[src/rtl/up_down_counter_3b.sv]
// up_down_counter_3b: free-running modulo-2^WIDTH counter whose direction is
// picked every clock by flag (1 = up, 0 = down). Async active-high clear.
module up_down_counter_3b #(
  parameter int unsigned WIDTH = 3
) (
  input  logic             clk,
  input  logic             rst,
  input  logic             flag,
  output logic [WIDTH-1:0] count
);

  logic [WIDTH-1:0] count_q;
  logic [WIDTH-1:0] count_d;

  // Next value: step by exactly one in the selected direction, natural wrap.
  always_comb begin
    count_d = count_q;
    if (flag) begin
      count_d = count_q + WIDTH'(1);
    end else begin
      count_d = count_q - WIDTH'(1);
    end
  end

  // State register; reset clears immediately and holds while asserted.
  always_ff @(posedge clk or posedge rst) begin
    if (rst) begin
      count_q <= '0;
    end else begin
      count_q <= count_d;
    end
  end

  assign count = count_q;

endmodule

[config.mk]
export PLATFORM = sky130hd
export DESIGN_NAME = up_down_counter_3b
export DESIGN_NICKNAME = d
export VERILOG_FILES = /design/src/rtl/up_down_counter_3b.sv
export SDC_FILE = /design/constraint.sdc
export NUM_CORES = 1
export LEC_CHECK = 0
export BUFFER_PORTS_ARGS = -buffer_cell sky130_fd_sc_hd__buf_2
export CELL_PAD_IN_SITES_DETAIL_PLACEMENT = 1
export CELL_PAD_IN_SITES_GLOBAL_PLACEMENT = 2
export CORE_AREA = 2 2 39 41
export DETAILED_ROUTE_END_ITERATION = 16
export DIE_AREA = 0 0 41 43
export HOLD_SLACK_MARGIN = 0.08
export PLACE_DENSITY = 0.43
export SETUP_SLACK_MARGIN = 0.02
export SYNTH_ARGS = -nofsm -noshare
export SYNTH_HDL_FRONTEND = slang
export SYNTH_SLANG_ARGS = --single-unit
[constraint.sdc]
create_clock -name clk -period 1.4 [get_ports clk]
set_clock_uncertainty 0.15 [all_clocks]
set_input_delay 0.14 -clock clk [delete_from_list [all_inputs] [get_ports clk]]
set_output_delay 0.14 -clock clk [all_outputs]
set_load 0.02 [all_outputs]
==> results.sh <==
export IMPL_powerDensity_mw_per_mm2=1970
export IMPL_grtUsageMet1=0.0227
export IMPL_core_sq_mm=0.00138
export IMPL_detail_route_antenna_nets=0
export IMPL_top_usage_layer="met3"
export IMPL_instances_no_fill=34
export IMPL_synth_area_sq_um=129
export IMPL_final_setup_viol_count=0
export IMPL_max_slew_margin_rel=0.917
export IMPL_grt_ovfl_total=0
export IMPL_synth_area_leader_cell="dfrtp_1"
export IMPL_met2_usage=0.0406
export IMPL_postSynthCellCount=8
export IMPL_rsz0062_at_grt="false"
export IMPL_period_minus_slack_ns=1.25
export IMPL_clock_root_buffer="clkbuf_4"
export IMPL_ys_ff_latch=3
export IMPL_cts_buffer_depth=2
export IMPL_hold_violations=0
export IMPL_area_growth_pct=63.1
export IMPL_synthesis_nets=12
export IMPL_drt_iter0_drc=0
export IMPL_reg2reg_depth=2
export IMPL_dp_cells=29
export IMPL_maxCapViolCount=0
export IMPL_dr_pass1_iters=1
export IMPL_drcViolationCount=0
export IMPL_cp_required_ns=1.35
export IMPL_hold_path_endpoint="count[2]"
export IMPL_peakVddDrop_v=0.000268
export IMPL_critPathMaxFanout=3
export IMPL_place_gp_congestion=0.495
export IMPL_r2r_slack_ns=0.15
export IMPL_die_area_sq_mm=0.00176
export IMPL_start_util=0.0931
export IMPL_r2r_start="count[0]"
export IMPL_worstReg2RegEnd="count[2]"
export IMPL_period_share=0.893
export IMPL_grt_max_degree=4
export IMPL_synth_cell_type_count=4
export IMPL_power_frac_clock=0.359
export IMPL_hold_path_class="in2reg"
export IMPL_die_w_microns=41
export IMPL_post_drt_wl_per_cell_microns=6.79
export IMPL_swShare=0.301
export IMPL_synth_area_per_cell_sq_um=16.1
export IMPL_met3_usage=0.0942
export IMPL_synth_area_leaders="dfrtp_1 (58%), xnor3_1 (17%), fa_1 (16%), inv_1 (8.7%)"
export IMPL_endpoint_kind="flop"
export IMPL_yosysSeqAreaShare=0.583
export IMPL_antenna_found_initial=0
export IMPL_path_clk_slew_ns=0.04
export IMPL_grt_pass1_wl_microns=351
export IMPL_drive_above_1_share=0.444
export IMPL_pin_count=6
export IMPL_path_class="reg2reg"
export IMPL_finalMaxSlewViolations=0
export IMPL_cts_made_buffers=3
export IMPL_fin_hold_ws_ns=0.0888
export IMPL_fill_cells=163
export IMPL_wl_microns=231
export IMPL_clock_sinks=3
export IMPL_worst_slew_pin_slew_ns=0.125
export IMPL_yosys_area_top_type_share=0.583
export IMPL_startpoint_type="flop"
export IMPL_grt_pass1_vias=95
export IMPL_status="complete, no violations"
export IMPL_n_antenna_cell=0
export IMPL_comb_power_share=0.307
export IMPL_routed_via_density=2.62
export IMPL_largest_reg_flops=3
export IMPL_leakage_nw=0.113
export IMPL_timing_setup_tns_ns=0
export IMPL_hold_depth=2
export IMPL_rows=14
export IMPL_via_count=89
export IMPL_crit_arrival_ns=1.20
export IMPL_max_freq_ghz=0.800
export IMPL_io_buffers=5
export IMPL_track_usage=0.0412
export IMPL_pwr_share_seq=0.334
export IMPL_worstSkewPairLatency_ns=0.23
export IMPL_die_h_microns=43
export IMPL_cts_setup_buffers=0
export IMPL_num_nets_final=23
export IMPL_hold_start="flag"
export IMPL_p_sw_uw=125
export IMPL_p_int_uw=290
export IMPL_ys_warn_count=0
export IMPL_cts_tree="done"
export IMPL_cts_max_level=1
## power by group through the flow
stage | logic, mW | registers (mW) | clock network (mW)
CTS | 0.130 | 0.139 | 0.160
detailed placement | 0.128 | 0.141 | 0
global route | 0.146 | 0.144 | 0.165
global placement | 0.132 | 0.138 | 0
floorplan | 0.0508 | 0.177 | 0
finish | 0.127 | 0.138 | 0.149
## through the flow
| step | setup slack, ns | total power [mW] | utilization | area [sq um] |
|---|---|---|---|---|
| detailed placement | 0.141 | 0.268 | 0.126 | 174 |
| global route | 0.0808 | 0.455 | 0.152 | 210 |
| floorplan | 0.0764 | 0.228 | - | 129 |
| CTS | 0.136 | 0.429 | 0.152 | 210 |
| global placement | 0.143 | 0.270 | 0.126 | 174 |
| finish | 0.150 | 0.415 | 0.152 | 210 |
## synth_stat cells
cell and number:
dfrtp_1 3, fa_1 1, inv_1 3, xnor3_1 1
## cells by family (layout without fill, tap and decap cells)
kind of cell | after synthesis | after routing | share of synthesized area
adders and majority gates | 1 | 1 | 0.155
DFF | 3 | 3 | 0.583
buffers and inverters | 3 | 13 | 0.0874
xor gates and xnor gates | 1 | 1 | 0.175
## layer usage
metal  wire length (microns)  part of all wire
met1                      84              0.36
met2                      72              0.31
met3                      64              0.28
met4                       9             0.039
met5                       0                 0
## worst max path at each step
stage | from | to | slack (ns) | cells past startpoint
detailed placement | count[0] | count[2] | 0.14 | 2
floorplan | count[0] | count[2] | 0.08 | 2
global route | count[0] | count[2] | 0.08 | 2
CTS | count[0] | count[2] | 0.14 | 2
finish | count[0] | count[2] | 0.15 | 2
global placement | count[0] | count[2] | 0.14 | 2
## repair_timing
item                                   CTS  global route
hold buffers                             1             0
gates resized for setup                  0             0
endpoints found under the hold margin    3             0
## final cells by class
type | instances | area, sq um | area share
Inverter | 3 | 11.3 | 0.0536
Multi-Input combinational cell | 2 | 42.5 | 0.202
Timing Repair Buffer | 6 | 35.0 | 0.167
Tap cell | 16 | 20.0 | 0.0952
Clock buffer | 4 | 26.3 | 0.125
Sequential cell | 3 | 75.1 | 0.357
## critical path: stages, from the launching register on
cell and delay [ns]:
dfrtp_1 0.39, fa_1 0.40, xnor3_1 0.18
## cell usage in the layout, fill, tap and decap left out
| master | count |
|---|---|
| buf_2 | 5 |
| inv_1 | 3 |
| clkbuf_4 | 3 |
| dfrtp_1 | 3 |
| xnor3_1 | 1 |
| fa_1 | 1 |
| clkbuf_1 | 1 |
| dlygate4sd3_1 | 1 |
Power figures use the tool's default switching activity.
